`config.mk`:
```
export PLATFORM = sky130hd
export DESIGN_NAME = countdown_sequencer
export DESIGN_NICKNAME = d
export VERILOG_FILES = /design/src/rtl/countdown_sequencer.sv
export SDC_FILE = /design/constraint.sdc
export NUM_CORES = 1
export LEC_CHECK = 0
export CORE_MARGIN = 3
export CORE_UTILIZATION = 51
export CTS_CLUSTER_DIAMETER = 60
export DETAILED_ROUTE_END_ITERATION = 10
export PLACE_DENSITY_LB_ADDON = 0.05
export REMOVE_ABC_BUFFERS = 1
export SYNTH_ARGS = -nofsm -noshare
export SYNTH_HDL_FRONTEND = slang
export SYNTH_SLANG_ARGS = --single-unit
```
`constraint.sdc`:
```
create_clock -name clock -period 2.52 [get_ports clock]
set_clock_uncertainty 0.05 [all_clocks]
set_input_delay 0.63 -clock clock [delete_from_list [all_inputs] [get_ports clock]]
set_output_delay 0.63 -clock clock [all_outputs]
set_load 0.1 [all_outputs]
```
`src/rtl/countdown_sequencer.sv`:
```
// Two-digit BCD countdown controller: divides clock into ticks, applies the
// units-to-tens borrow, and sequences load/start/pause/clear with a done flag.
//
// state | meaning
// IDLE  | stopped, value loadable, prescaler at 0
// RUN   | prescaler counting, one BCD step per tick
// PAUSE | digits and prescaler frozen, value loadable
// DONE  | reached 00, holding until load or clear
module countdown_sequencer #(
  parameter int TICK_DIV = 50_000_000,
  parameter int CNT_W    = 26
) (
  input  logic       clock,
  input  logic       reset,
  input  logic       clear,
  input  logic       load,
  input  logic [3:0] load_tens,
  input  logic [3:0] load_units,
  input  logic       start,
  input  logic       pause,
  output logic [3:0] bcd_tens,
  output logic [3:0] bcd_units,
  output logic       running,
  output logic       zero,
  output logic       done,
  output logic [1:0] state
);

  typedef enum logic [1:0] {
    S_IDLE  = 2'b00,
    S_RUN   = 2'b01,
    S_PAUSE = 2'b10,
    S_DONE  = 2'b11
  } state_t;

  localparam logic [CNT_W-1:0] PRESC_LAST = CNT_W'(TICK_DIV - 1);

  state_t           state_q, state_nxt;
  logic [3:0]       tens_q, units_q, tens_nxt, units_nxt;
  logic [3:0]       tens_dec, units_dec;
  logic [CNT_W-1:0] presc_q, presc_nxt;
  logic             done_q;
  logic             tick, val_zero, dec_zero;

  function automatic logic [3:0] clamp9(input logic [3:0] d);
    return (d > 4'd9) ? 4'd9 : d;
  endfunction

  assign val_zero = (tens_q == 4'd0) && (units_q == 4'd0);
  assign tick     = (presc_q == PRESC_LAST);
  assign dec_zero = (tens_dec == 4'd0) && (units_dec == 4'd0);

  // One BCD step down; saturates at 00 so the value can never wrap to 99.
  always_comb begin
    tens_dec  = tens_q;
    units_dec = units_q - 4'd1;
    if (val_zero) begin
      tens_dec  = 4'd0;
      units_dec = 4'd0;
    end else if (units_q == 4'd0) begin
      units_dec = 4'd9;
      tens_dec  = tens_q - 4'd1;
    end
  end

  always_ff @(posedge clock or posedge reset) begin
    if (reset) begin
      state_q <= S_IDLE;
      tens_q  <= 4'd0;
      units_q <= 4'd0;
      presc_q <= '0;
      done_q  <= 1'b0;
    end else begin
      state_q <= state_nxt;
      tens_q  <= tens_nxt;
      units_q <= units_nxt;
      presc_q <= presc_nxt;
      done_q  <= (state_nxt == S_DONE) && (state_q != S_DONE);
    end
  end

  always_comb begin
    state_nxt = state_q;
    tens_nxt  = tens_q;
    units_nxt = units_q;
    presc_nxt = presc_q;
    if (clear) begin
      state_nxt = S_IDLE;
      tens_nxt  = 4'd0;
      units_nxt = 4'd0;
      presc_nxt = '0;
    end else if (load && (state_q != S_RUN)) begin
      tens_nxt  = clamp9(load_tens);
      units_nxt = clamp9(load_units);
      presc_nxt = '0;
      if (state_q == S_DONE) state_nxt = S_IDLE;
    end else begin
      case (state_q)
        S_IDLE: begin
          if (start && !val_zero) begin
            state_nxt = S_RUN;
            presc_nxt = '0;
          end
        end
        S_RUN: begin
          // A tick coinciding with pause is applied first; reaching 00 beats pause.
          if (tick) begin
            presc_nxt = '0;
            tens_nxt  = tens_dec;
            units_nxt = units_dec;
            if (dec_zero)   state_nxt = S_DONE;
            else if (pause) state_nxt = S_PAUSE;
          end else if (pause) begin
            state_nxt = S_PAUSE;
          end else begin
            presc_nxt = presc_q + 1'b1;
          end
        end
        S_PAUSE: begin
          if (start && !val_zero) state_nxt = S_RUN;
        end
        default: ;
      endcase
    end
  end

  always_comb begin
    bcd_tens  = tens_q;
    bcd_units = units_q;
    running   = (state_q == S_RUN);
    zero      = val_zero;
    done      = done_q;
    state     = state_q;
  end

endmodule

```
Yosys cells after proc, flatten, opt, wreduce, memory -nomap -nowiden
Cells that the tools add are included.
{"block": "op_classes", "eq_ne": 9, "addsub": 3, "n_reduce_logical": 17, "mux": 28, "n_lt_le_gt_ge": 2}
{"cell": "two-way mux 26 bit", "count": 5}
{"cell": "two-way mux 4 bit", "count": 14}
{"cell": "case mux 26 bit (2 select lines)", "count": 1}
{"cell": "adder 26 x 1 -> 26 bit (second input constant)", "count": 1}
{"cell": "== test 26 bit (second input constant)", "count": 1}
{"cell": "logical NOT 4 bit", "count": 4}
{"cell": "two-way mux 2 bit", "count": 7}
{"cell": "> comparator 4 bit (second input constant)", "count": 2}
{"cell": "subtractor 4 x 1 -> 4 bit (second input constant)", "count": 2}
{"cell": "== test 2 bit (second input constant)", "count": 3}
{"cell": "nonzero test 3 bit", "count": 2}
{"cell": "logical AND 1 bit", "count": 5}
{"cell": "inequality test 5 x 3 -> 1 bit (second input constant)", "count": 1}
{"cell": "inequality test 4 bit (second input constant)", "count": 1}
{"cell": "case mux 2 bit (2 select lines)", "count": 1}
{"cell": "nonzero test 4 bit", "count": 1}
{"cell": "AND reduction 3 bit", "count": 1}
{"cell": "== test 2 x 1 -> 1 bit (second input constant)", "count": 1}
{"cell": "logical NOT 2 bit", "count": 1}
{"cell": "inequality test 2 x 1 -> 1 bit (second input constant)", "count": 1}
{"cell": "inequality test 2 bit (second input constant)", "count": 1}
{"cell": "AND reduction 2 bit", "count": 1}
{"cell": "OR reduction 2 bit", "count": 1}
{"cell": "logical NOT 1 bit", "count": 1}
{"block": "totals", "register_bits": 37, "in_bits": 14, "wordCells": 64}

Depth between registers and ports, before layout
Gate-level depths: netlist of the first run.
{"block": "depth", "depth_word": 12, "depth_mapped": 9, "ltp_nobuf": 7}

Worst setup path before layout of the first run
Ideal clock, no wire load.
{"block": "synth_timing", "path_kind": "register to output", "from": "register tens_q[0], in the netlist bcd_tens[0]", "to": "output zero", "setup_slack_ps": -457, "arrival_time_ps": 2297, "n_path_buf": 0, "stages_incl_launch_ff": 6, "cell_sequence": "dfrtp_1 inv_1 ha_1 nor3b_1 nand2_1 inv_1"}
{"block": "synth_between", "elab_chain_len": 2}
{"element": "start, declared", "line": "39", "source": "logic [3:0] tens_q, units_q, tens_nxt, units_nxt;"}
{"element": "start signal, assigned", "line": "75", "source": "tens_q <= tens_nxt;"}
{"element": "logical NOT 4 bit", "line": "49", "source": "assign val_zero = (tens_q == 4'd0) && (units_q == 4'd0);"}
{"element": "logical AND 1 bit", "line": "49"}
{"element": "end, declared", "line": "24", "source": "output logic zero,"}
No other way between the ends.

Worst setup path after layout of the first run
{"block": "layout_timing", "from": "register units_q[0], in the netlist bcd_units[0]", "to": "output zero"}
{"block": "layout_between", "elab_chain_len": 2}
{"element": "start, declared", "line": "39"}
{"element": "start signal, assigned", "line": "76", "source": "units_q <= units_nxt;"}
{"element": "logical NOT 4 bit", "line": "49"}
{"element": "logical AND 1 bit", "line": "49"}
No other way between the ends.

==> results.sh, run 1 <==
export IMPL_postSynthAreaPerCell_um2=8.66
export IMPL_yosysMostFrequentCell="dfrtp_1"
export IMPL_fin_util_pct=67.6
export IMPL_synth_seq_area_share_pct=38.1
export IMPL_setup_ws_ns=0.0964
export IMPL_hpwl_mm=4.52
export IMPL_cts_sinks=37
export IMPL_gr_total_overflow=0
export IMPL_synth_largest_area_cell="dfrtp_1"
export IMPL_top_layer="met4"
export IMPL_post_cts_buffers=0
export IMPL_grt_pass1_vias=2244
export IMPL_end_kind="primary output"
export IMPL_synth_cells=281
export IMPL_path_class="flop to primary output"
export IMPL_nets=343
export IMPL_wl_met3_um=282
export IMPL_setup_violations=0
export IMPL_insertedDiodeCount=0
export IMPL_hold_depth=2
export IMPL_drt_wl_total_mm=6.24
export IMPL_synth_enable_flop_cells=0
export IMPL_drt_iter0_drc=120
export IMPL_io_pins=27
export IMPL_synth_cell_types=52
export IMPL_synth_common_cells="dfrtp_1, nand2_1, o21ai_0"
export IMPL_drc=0
export IMPL_cts_buffer_depth=2
export IMPL_asyncSetResetFlopFracSynth_pct=100
export IMPL_start_util_pct=54.4
export IMPL_crit_fanout=6
export IMPL_placed_area_mm2=0.00290
export IMPL_ff_latch_area_um2=927
export IMPL_die_x_um=75.1
export IMPL_htree_levels=2
export IMPL_required_ns=1.84
export IMPL_gr_usage_all_layers_pct=24.3
export IMPL_synth_area_mm2=0.00243
export IMPL_ir_drop_mv=0.315
export IMPL_post_cts_resized=0
export IMPL_dr_total_vias=2368
export IMPL_power_density_mw_per_mm2=475
export IMPL_ys_ff_latch=37
export IMPL_routedWlPerCell_um=16.5
export IMPL_gp_congestion=0.856
export IMPL_ant_nets=0
export IMPL_dieArea_mm2=0.00563
export IMPL_core_mm2=0.00447
export IMPL_multiInputGateArea_mm2=0.00142
export IMPL_cts_tree="yes"
export IMPL_cts_reportedPaths_clkPinSlew_ns=0.08
export IMPL_dominantRegCellSynth="dfrtp_1"
export IMPL_hold_violations=0
export IMPL_start_kind="flop"
export IMPL_first_pass_iters=4
export IMPL_grt_max_degree=38
export IMPL_root_buffer="clkbuf_8"
export IMPL_clk_latency_ns=0.29
export IMPL_finalCritPeriodShare_pct=96.2
export IMPL_relSlewSlack_pct=57.9
export IMPL_arrival_ns=1.74
export IMPL_status="finished clean"
export IMPL_slew_violations=0
export IMPL_io_buffers=26
export IMPL_worstMarginPinSlew_ns=0.631
export IMPL_tns_ns=0
export IMPL_synthTopCellsByArea="dfrtp_1, or4_1, o21ai_0"
export IMPL_cts_buffers_inserted=5
export IMPL_nFillCells=366
export IMPL_fp_dieH_um=75.1
export IMPL_leakage_nw=1.19
export IMPL_drive_above_1_share_pct=19.1
export IMPL_whs_ns=0.504
export IMPL_post_route_min_period_ns=2.42
export IMPL_yosysWarnings=0
export IMPL_wl_met2_mm=2.99
export IMPL_dp_slack_ns=-0.155
export IMPL_fin_area_mm2=0.00302
export IMPL_synth_top_area_share_pct=38.1
export IMPL_holdBufCountCts=0
export IMPL_row_count=24
export IMPL_cap_violations=0
export IMPL_reg2reg_depth=7
export IMPL_min_path_type="flop to flop"
export IMPL_antenna_found_initial=0
export IMPL_vias_per_cell=6.28
export IMPL_grt_pass1_wl_mm=10.5
export IMPL_fmax_mhz=413
export IMPL_areaGrowthSynthToFinish_pct=24.3
export IMPL_routedLengthMet1_mm=2.90
[report_power, final]
part | leakage, nW | total, mW | internal (mW) | switching, mW
sequential | 0.509 | 0.624 | 0.605 | 0.0191
clock | 0.0443 | 0.431 | 0.217 | 0.214
combinational | 0.639 | 0.381 | 0.135 | 0.246
total | 1.19 | 1.44 | 0.957 | 0.479
[critical path, cell delays in order, from the launching register on]
cell	delay, ns
dfrtp_2	0.44
inv_1	0.10
ha_1	0.18
nor3b_4	0.21
buf_6	0.15
nand2_1	0.07
inv_1	0.10
buf_12	0.18
[final cells by class]
| class | count | share of cell area, % |
|---|---|---|
| clock buffer | 7 | 2.86 |
| inverter | 17 | 2.11 |
| multi-input combinational | 216 | 47.0 |
| sequential | 37 | 30.7 |
| tap | 52 | 2.15 |
| timing repair buffer | 48 | 15.2 |
[worst paths after layout]
kind	startpoint	end	slack (ns)
max	bcd_units[0]$_DFFE_PP0P_	zero	0.1
min	presc_q[23]$_DFFE_PP0P_	presc_q[23]$_DFFE_PP0P_	0.50
max reg2reg	presc_q[1]$_DFFE_PP0P_	presc_q[25]$_DFFE_PP0P_	0.16
min reg2reg	presc_q[23]$_DFFE_PP0P_	presc_q[23]$_DFFE_PP0P_	0.50
max in group asynchronous	reset	bcd_units[0]$_DFFE_PP0P_	1.37
min in group asynchronous	reset	presc_q[14]$_DFFE_PP0P_	0.69
[routing by layer]
layer | GRT usage, % | vias to the layer above
li1 | - | 1164
met1 | 32.4 | 1134
met2 | 39.5 | 63
met3 | 4.81 | 7
met4 | 8.10 | 0
met5 | 0 | -
[through the flow]
stage | std cells | power [mW]
finish | 377 | 1.44
global route | 377 | 1.51
CTS | 377 | 1.44
detailed placement | 370 | 1.01
global placement | 370 | 1.00
floorplan | 270 | 0.864
[state kept, by name, summed over array words and instances, names as in the netlist]
| name | cells |
|---|---|
| presc_q | 26 |
| state | 2 |
| done | 1 |
| bcd_tens | 4 |
| bcd_units | 4 |
[placed cells by master, fill, tap and decap left out, types with 3 or more instances in the layout]
cell type,count
a21o_1,3
clkbuf_8,6
nor3_1,14
nand2b_1,4
o31ai_1,14
clkdlybuf4s50_1,13
nand4_1,11
nand2_1,21
buf_12,5
nor4_1,6
a311oi_1,3
nor2_1,17
or4_1,16
mux2i_1,6
inv_1,17
buf_4,29
nand3_1,8
a21oi_1,20
ha_1,4
or3_1,5
a211oi_1,3
dfrtp_1,36
o21ai_0,21
a22o_1,3
[cell families (layout without fill, tap and decap cells)]
| family | count (synthesis) | in the layout | share of synthesized area [%] |
|---|---|---|---|
| buffers and inverters | 28 | 72 | 4.63 |
| flip-flops | 37 | 37 | 38.1 |
| adder cells (fa/ha/maj) | 4 | 4 | 2.06 |
| AO/OA/AOI/OAI | 77 | 77 | 20.0 |
| XOR/XNOR | 2 | 2 | 0.720 |
| AND/OR/NAND/NOR | 125 | 125 | 31.1 |
| multiplexers | 8 | 8 | 3.40 |
No activity file was read; power rests on OpenSTA's default activity.
==> run 2, diff against run 1 <==
- PLACE_DENSITY: default -> 0.75
- PLACE_DENSITY_LB_ADDON: 0.05 -> default
==> results.sh, run 2 (synthesis gave the netlist of run 1 again) <==
export IMPL_required_ns=1.84
export IMPL_tns_ns=0
export IMPL_min_from="presc_q[25]$_DFFE_PP0P_"
export IMPL_nets=341
export IMPL_drc=0
export IMPL_placed_cells=368
export IMPL_reg2reg_depth=7
export IMPL_cap_violations=0
export IMPL_root_buffer="clkbuf_8"
export IMPL_setup_violations=0
export IMPL_drt_iter0_drc=218
export IMPL_path_class="flop to primary output"
export IMPL_cp_cell_sequence="inv_1, ha_1, nor3b_2, buf_4, nand2_1, inv_1, buf_12"
export IMPL_start_util_pct=54.4
export IMPL_arrival_ns=1.79
export IMPL_start_kind="flop"
export IMPL_power_mw=1.41
export IMPL_die_x_um=75.1
export IMPL_io_buffers=26
export IMPL_clk_latency_ns=0.29
export IMPL_relSlewSlack_pct=66.4
export IMPL_min_path_type="flop to flop"
export IMPL_largest_register="presc_q"
export IMPL_cts_sinks=37
export IMPL_vias_per_cell=6.25
export IMPL_fmax_mhz=406
export IMPL_end_kind="primary output"
export IMPL_post_route_min_period_ns=2.47
export IMPL_core_mm2=0.00447
export IMPL_status="finished clean"
export IMPL_hold_violations=0
export IMPL_r2r_slack_ns=0.11
export IMPL_drive_above_1_share_pct=18.5
export IMPL_areaGrowthSynthToFinish_pct=23.0
export IMPL_final_common_cell="dfrtp_1"
export IMPL_fp_dieH_um=75.1
export IMPL_io_pins=27
export IMPL_fin_util_pct=66.9
export IMPL_worstMarginPinSlew_ns=0.504
export IMPL_cts_tree="yes"
export IMPL_rsz0062_at_grt="true"
export IMPL_gr_usage_all_layers_pct=23.1
export IMPL_cpPeakStageDelay_ns=0.45
export IMPL_path_common_cell="inv_1"
export IMPL_row_count=24
export IMPL_hpwl_mm=4.40
export IMPL_path_delay_family="buffers and inverters"
export IMPL_whs_endpoint="presc_q[25]$_DFFE_PP0P_"
export IMPL_leakage_nw=1.18
export IMPL_cts_buffer_depth=2
export IMPL_htree_levels=2
export IMPL_final_cells=376
export IMPL_crit_slowest_cell="dfrtp_2"
export IMPL_insertedDiodeCount=0
export IMPL_finalCritPeriodShare_pct=97.8
export IMPL_mostFrequentLayoutCells="dfrtp_1, buf_4, nand2_1, o21ai_0, a21oi_1"
export IMPL_hold_depth=2
export IMPL_dieArea_mm2=0.00563
export IMPL_ir_drop_mv=0.386
export IMPL_power_density_mw_per_mm2=470
export IMPL_dr_total_vias=2350
export IMPL_r2r_start="presc_q[0]$_DFFE_PP0P_"
export IMPL_grt_pass1_vias=2199
export IMPL_cts_reportedPaths_clkPinSlew_ns=0.08
export IMPL_drt_wl_total_mm=6.10
export IMPL_gp_congestion=0.856
export IMPL_first_pass_iters=4
export IMPL_gr_total_overflow=0
export IMPL_antenna_found_initial=0
export IMPL_grt_max_degree=38
export IMPL_r2r_end="presc_q[12]$_DFFE_PP0P_"
export IMPL_fin_area_mm2=0.00299
export IMPL_ant_nets=0
export IMPL_slew_violations=0
export IMPL_cts_buffers_inserted=5
export IMPL_critPathBufInv=4
export IMPL_crit_fanout=6
export IMPL_grt_pass1_wl_mm=10.2
export IMPL_routedWlPerCell_um=16.2
export IMPL_largest_register_ffs=26
export IMPL_placed_area_mm2=0.00290
-- run 2: layout make-up --
cell class | instances | area [µm²]
fillers | 362 | 1480
multi-input cells | 216 | 1400
flip-flops and latches | 37 | 927
repair buffers | 46 | 453
clock buffers | 6 | 72.6
well taps | 52 | 65.1
inverters | 17 | 63.8
clock inverters | 2 | 10.0
-- run 2: how the worst max path moves through the flow --
stage / start / endpoint / depth (start not counted)
after floorplan: state[1]$_DFF_PP0_ / presc_q[10]$_DFFE_PP0P_ / 5
after global routing: bcd_tens[0]$_DFFE_PP0P_ / zero / 7
after CTS: bcd_tens[0]$_DFFE_PP0P_ / zero / 7
final: bcd_units[0]$_DFFE_PP0P_ / zero / 7
after detailed placement: start / presc_q[10]$_DFFE_PP0P_ / 7
after global placement: start / presc_q[9]$_DFFE_PP0P_ / 7
-- run 2: repair_timing --
| item | in CTS | in global routing |
|---|---|---|
| endpoints found under the setup margin | 0 | 3 |
| setup buffers | 0 | 0 |
| hold buffers | 0 | 0 |
| resized for setup | 0 | 3 |
-- run 2: per-layer routing --
metal  track usage (%)  wire length (µm)
met5                 0                 0
met4              6.72                55
met3              4.81               221
met2              38.5              2980
met1              30.2              2850
-- run 2: worst reg2reg max path, cell delays in order, from the launching register on --
cell and delay, ns:
dfrtp_1 0.41, ha_1 0.20, nand3_2 0.19, or3_4 0.46, o21ba_2 0.25, buf_12 0.16
or4_1 0.48, a21oi_1 0.16
-- run 2: through the flow --
| stage | worst slack (ns) | hold slack, ns |
|---|---|---|
| floorplan | -0.862 | 0.461 |
| global placement | 0.0478 | 0.479 |
| detailed placement | 0.0185 | 0.499 |
| CTS | 0.00952 | 0.511 |
| global route | -0.0331 | 0.532 |
| finish | 0.0546 | 0.505 |
-- run 2: report_power, final --
part | switching [mW] | internal, mW | total, mW
Combinational | 0.245 | 0.131 | 0.375
Clock | 0.216 | 0.192 | 0.408
Sequential | 0.0187 | 0.605 | 0.623
Total | 0.479 | 0.927 | 1.41
==> run 3, diff against run 2 <==
- ABC_CLOCK_PERIOD_IN_PS: default -> 2520
- CTS_CLUSTER_SIZE: default -> 25
==> results of run 3 <==
The final DEF is identical to that of run 2; final timing and power are the same.
==> RTL edit 1 (flow settings as in run 2) <==
Reset style: synchronous (`reset`), changed in one clocked block.
--- a/src/rtl/countdown_sequencer.sv
+++ b/src/rtl/countdown_sequencer.sv
@@ -63,7 +63,7 @@
     end
   end
 
-  always_ff @(posedge clock or posedge reset) begin
+  always_ff @(posedge clock) begin
     if (reset) begin
       state_q <= S_IDLE;
       tens_q  <= 4'd0;
Function: differs if reset is asserted again (counterexample within 4 cycles, from zero or initial values and one cycle with reset high); with reset held inactive, the same outputs for 10 cycles.
==> RTL edit 1 against run 2 <==
  * Wire length shrank 4.0%
  * Power is 4.7% lower
  * Final area fell by 6.9%
  * Critical path depth did not move
  * Setup slack better by 0.13 ns
  * Synthesized area decreased by 6.6%
  * Global-route usage decreased by 0.55 points
  * Sequential cell count did not move
  * Largest cell class unchanged
  * Largest power group unchanged
  * Highest routed layer unchanged
==> RTL edit 1: results (changes against run 2) <==
The met1 layer usage reported by global route is 0.344 (+0.0421), and the number of DRC violations after detailed-routing iteration 0 is 238 (+9.2%). The sequential-to-total area share from yosys stat came out at 0.326 (-0.0547). The logs give 0.948 nW (-20%) for the leakage dissipation and 0.226 (-0.00546) for the combined global-route utilization of all metal layers.

The logs give 0.00268 mm² (-7.5%) for the cell area after placement and 2530 µm (-15%) for the met2 layer wire length in the routed design. The footprint of the multi-input gates was 0.00145 mm² (+3.3%); the number of distinct standard cells referenced by the synthesized netlist was 54 (+3.8%). The run gives 0.0455 (-0.00261) as the met3 demand-to-capacity share in global routing.

The share of flip-flops with an asynchronous set or reset is 0 (-1.00). The worst hold path begins at presc_q[23]$_SDFFE_PP0P_. The fraction of layout instances using a drive strength above 1 was 0.160 (-0.0252); the worst-case hold slack was 0.429 ns (-0.0764 ns).

The worst slack after detailed placement came out at -0.0340 ns (-0.0525 ns). The combinational logic power was 290 µW (-23%). The tools report the wire length on met1 as 2860 µm (+0.46%).

The worst-case hold path end point was presc_q[23]$_SDFFE_PP0P_. The multiplexer fraction of the synthesized cell area was 0.0143 (-0.0196). The half-perimeter wire length after detailed placement is 4300 µm (-2.3%).

The run gives 33 (-13%) as the largest net degree at the start of global routing. The flow ran to the end, and the final reports show no timing, DRC or antenna violations. The adder and majority cell fraction of the synthesized area came out at 0.0275 (+0.00696).

The commonest cells after synthesis are 37 x dfxtp_1, 29 x a21oi_1, 28 x nand2_1. The compound-cell area share of the yosys netlist was 0.259 (+0.0587). The logs give 920 µW (-0.74%) for the internal power contribution and 0.217 (-0.050) for the combinational share of power. The startpoint of the lowest-slack register-to-register path is bcd_units[1]$_SDFFE_PP0P_. The run gives 450 µW (+10%) as the power of the clock network. The maximum fanout along the worst path is 8 (+2), and the number of instances in the placed design is 367 (-0.27%). The tools report the number of vias after detailed routing as 2354 (+0.17%). The number of buffers on the longest clock path came out at 2 (unchanged).

The global-route track usage on met2 came out at 0.316 (-0.0693). The XOR/XNOR share of the synthesized area came out at 0 (-0.00720). For the tightest slew margin relative to the limit, the log shows 0.654 (-0.00968). The filler cell count was 369 (+1.9%). The number of nets in the layout was 343 (+0.59%).

Maximum ir drop on the vdd rail: 0.326 mV (-16%). The wire length on met3 is 408 µm (+85%). The tools report the placer congestion estimate as 0.870 (+1.7%). The iteration count of the initial detailed-routing pass came out at 5 (+1). The worst reg2reg path depth is 8 (+1).
RTL edit 1: cell count changes in the layout (fill, tap and decap cells not counted), sizes merged, moves of 6 or more:
cell	before	now
dfrtp	37	0
a21oi	20	31
dfxtp	0	37
nand2	21	28
inv	17	11
nor3	15	8
RTL edit 1: worst max path at each step:
| stage | slack [ns] | endpoint | from |
|---|---|---|---|
| finish | 0.18 | zero | bcd_units[1]$_SDFFE_PP0P_ |
| CTS | 0.05 | zero | bcd_tens[0]$_SDFFE_PP0P_ |
| global placement | -0.02 | presc_q[22]$_SDFFE_PP0P_ | start |
| floorplan | -1.10 | presc_q[13]$_SDFFE_PP0P_ | bcd_units[0]$_SDFFE_PP0P_ |
| detailed placement | -0.03 | presc_q[22]$_SDFFE_PP0P_ | start |
| global route | 0.02 | presc_q[22]$_SDFFE_PP0P_ | bcd_units[1]$_SDFFE_PP0P_ |
RTL edit 1: logic make-up after synthesis:
logic type / after synthesis
adder cells (fa/ha/maj): 5
AND/OR/NAND/NOR: 128
multiplexers: 3
flip-flops: 37
buffers and inverters: 21
AO/OA/AOI/OAI: 91
RTL edit 1: layout make-up:
type | count | area share
clock inverters | 2 | 0.00494
inverters | 11 | 0.0148
flip-flops and latches | 37 | 0.266
multi-input cells | 227 | 0.520
well taps | 50 | 0.0225
repair buffers | 42 | 0.143
clock buffers | 6 | 0.0296
RTL edit 1: critical path, stage by stage, from the launching register on:
cell	delay (ns)
dfxtp_1	0.35
inv_1	0.09
ha_2	0.21
nor3b_2	0.16
buf_4	0.18
nand2_1	0.09
inv_2	0.10
buf_12	0.17
==> RTL edit 2 (config.mk and constraints of run 2) <==
Without the edit above. `CNT_W`: 26 -> 22.
--- a/src/rtl/countdown_sequencer.sv
+++ b/src/rtl/countdown_sequencer.sv
@@ -8,7 +8,7 @@
 // DONE  | reached 00, holding until load or clear
 module countdown_sequencer #(
   parameter int TICK_DIV = 50_000_000,
-  parameter int CNT_W    = 26
+  parameter int CNT_W    = 22
 ) (
   input  logic       clock,
   input  logic       reset,
Function: no difference found for any inputs over 10 cycles, from zero or initial values and one cycle with reset high; that may be too few to reach the edited logic, so the function may still have changed.
==> RTL edit 2 against run 2 <==
  * Largest cell class unchanged
  * Final area is 7.4% lower
  * Setup slack better by 0.076 ns
  * Critical path depth is 1 lower
  * Synthesized area is 6.6% lower
  * Wire length is 7.9% lower
  * Core utilization hardly changed
  * Sequential share of layout area is 1.2 points lower
  * Sequential cell count is 4 lower
Power is not compared: it rests on default switching activity, and its combinational part moved more than twofold at a synthesized area within 25%.
==> RTL edit 2: results (changes against run 2) <==
The flow ran to the end, and the final reports show no timing, DRC or antenna violations. The tools report the cell area after placement as 0.00266 mm² (-8.5%). The tools report the via count of the first global-routing pass as 1926 (-12%).

The number of instances in the placed design was 334 (-9.2%). The worst-case register-to-register setup slack came out at 0.21 ns (+0.10 ns). For the iteration count of the initial detailed-routing pass, the log shows 5 (+1).

The fraction of layout instances using a drive strength above 1 is 0.192 (+0.00660), and the data arrival time of the critical path is 1.71 ns (-0.08 ns). The critical path starts at bcd_tens[0]$_DFFE_PP0P_. The final-layout clock buffer total came out at 7 (+1). For the die outline area, the log shows 0.00529 mm² (-6.1%). The tools report the footprint of the multi-input gates as 0.00138 mm² (-1.9%). For the count of flip-flops and latches, the log shows 33 (-11%). The endpoint identified for the worst register-to-register timing path is state[0]$_DFF_PP0_.

Clock-pin slew was measured on the worst setup and hold paths at 0.07 ns. The run gives 0.230 (-0.00117) as the combined global-route utilization of all metal layers. The run gives 0.360 (-0.0252) as the global-route track usage on met2.

The met2 layer wire length in the routed design is 2740 µm (-8.0%), and the number of nets in the layout is 310 (-9.1%). The number of vias after detailed routing is 2072 (-12%), and the share of cell area taken by multi-input logic gates is 0.496 (+0.0279). The filler cell count is 351 (-3.0%).

The fraction of cell area in non-clock buffers came out at 0.135 (-0.0168). The run gives 3 (+3) as the post-CTS resize count. The half-perimeter wire length after detailed placement is 3970 µm (-9.7%). The per-cell routed wire length came out at 16.4 µm (+1.2%).

Multi-input gate count: 197 (-8.8%). The largest net degree at the start of global routing was 34 (-11%); the worst slack after detailed placement was 0.118 ns (+0.100 ns). By count the netlist is led by 33 x dfrtp_1, 31 x nand2_1, 16 x a21oi_1. The tools report the met1 layer usage reported by global route as 0.322 (+0.0197).

The run gives 252 µm (+14%) as the wire length on met3. The sequential-to-total area share from yosys stat is 0.363 (-0.0172). For the number of distinct standard cells referenced by the synthesized netlist, the log shows 63 (+21%). The worst hold path begins at presc_q[5]$_DFFE_PP0P_. For the global-route wire length before repair, the log shows 9490 µm (-7.3%). The tools report the number of DRC violations after detailed-routing iteration 0 as 87 (-60%). The synthesized area per cell works out to 8.98 µm² (+3.8%). The clock distribution area overhead in the final layout was 0.0312 (+0.00356).

The tightest slew margin relative to the limit came out at 0.624 (-0.0398). The number of logic inverters in the finished layout came out at 13 (-4). By area the synthesized netlist is led by dfrtp_1 36%, nand2_1 5.1%, a21oi_1 3.5%, mux2_4 3.3%, a21o_1 2.6%.

The startpoint of the lowest-slack register-to-register path was bcd_units[0]$_DFFE_PP0P_. The non-clock buffer total of the final layout works out to 42 (-8.7%). The tools report the met3 demand-to-capacity share in global routing as 0.0441 (-0.00399). The wire length on met1 was 2560 µm (-10%). The register share of the cell area came out at 0.298 (-0.0118).

The final cell count without fillers is 342 (-9.0%). The worst-case hold slack was 0.447 ns (-0.0584 ns).
==> RTL edit 2: changes by cell type after synthesis, sizes merged, moves of 6 or more <==
cell,delta
a31oi,+7
nand2,+11
nand4,-8
nor3,-6
o21ai,-12
o31ai,-12
or4,-17
==> RTL edit 2: worst register-to-register path, cell delays in order, from the launching register on <==
cell and delay, ns:
dfrtp_1 0.37, inv_1 0.10, ha_2 0.24, or3b_1 0.47
nor4_2 0.23, xnor2_1 0.22, nand4b_4 0.16, a2111oi_2 0.34
==> RTL edit 2: logic make-up (layout without fill, tap and decap cells) <==
family	count (synthesis)	after routing	synth area share
simple gates	102	102	0.255
compound gates	76	76	0.245
flops	33	33	0.363
buf+inv	23	62	0.0413
mux	9	9	0.0507
xor+xnor	6	6	0.0231
fa+ha+maj	4	4	0.0220
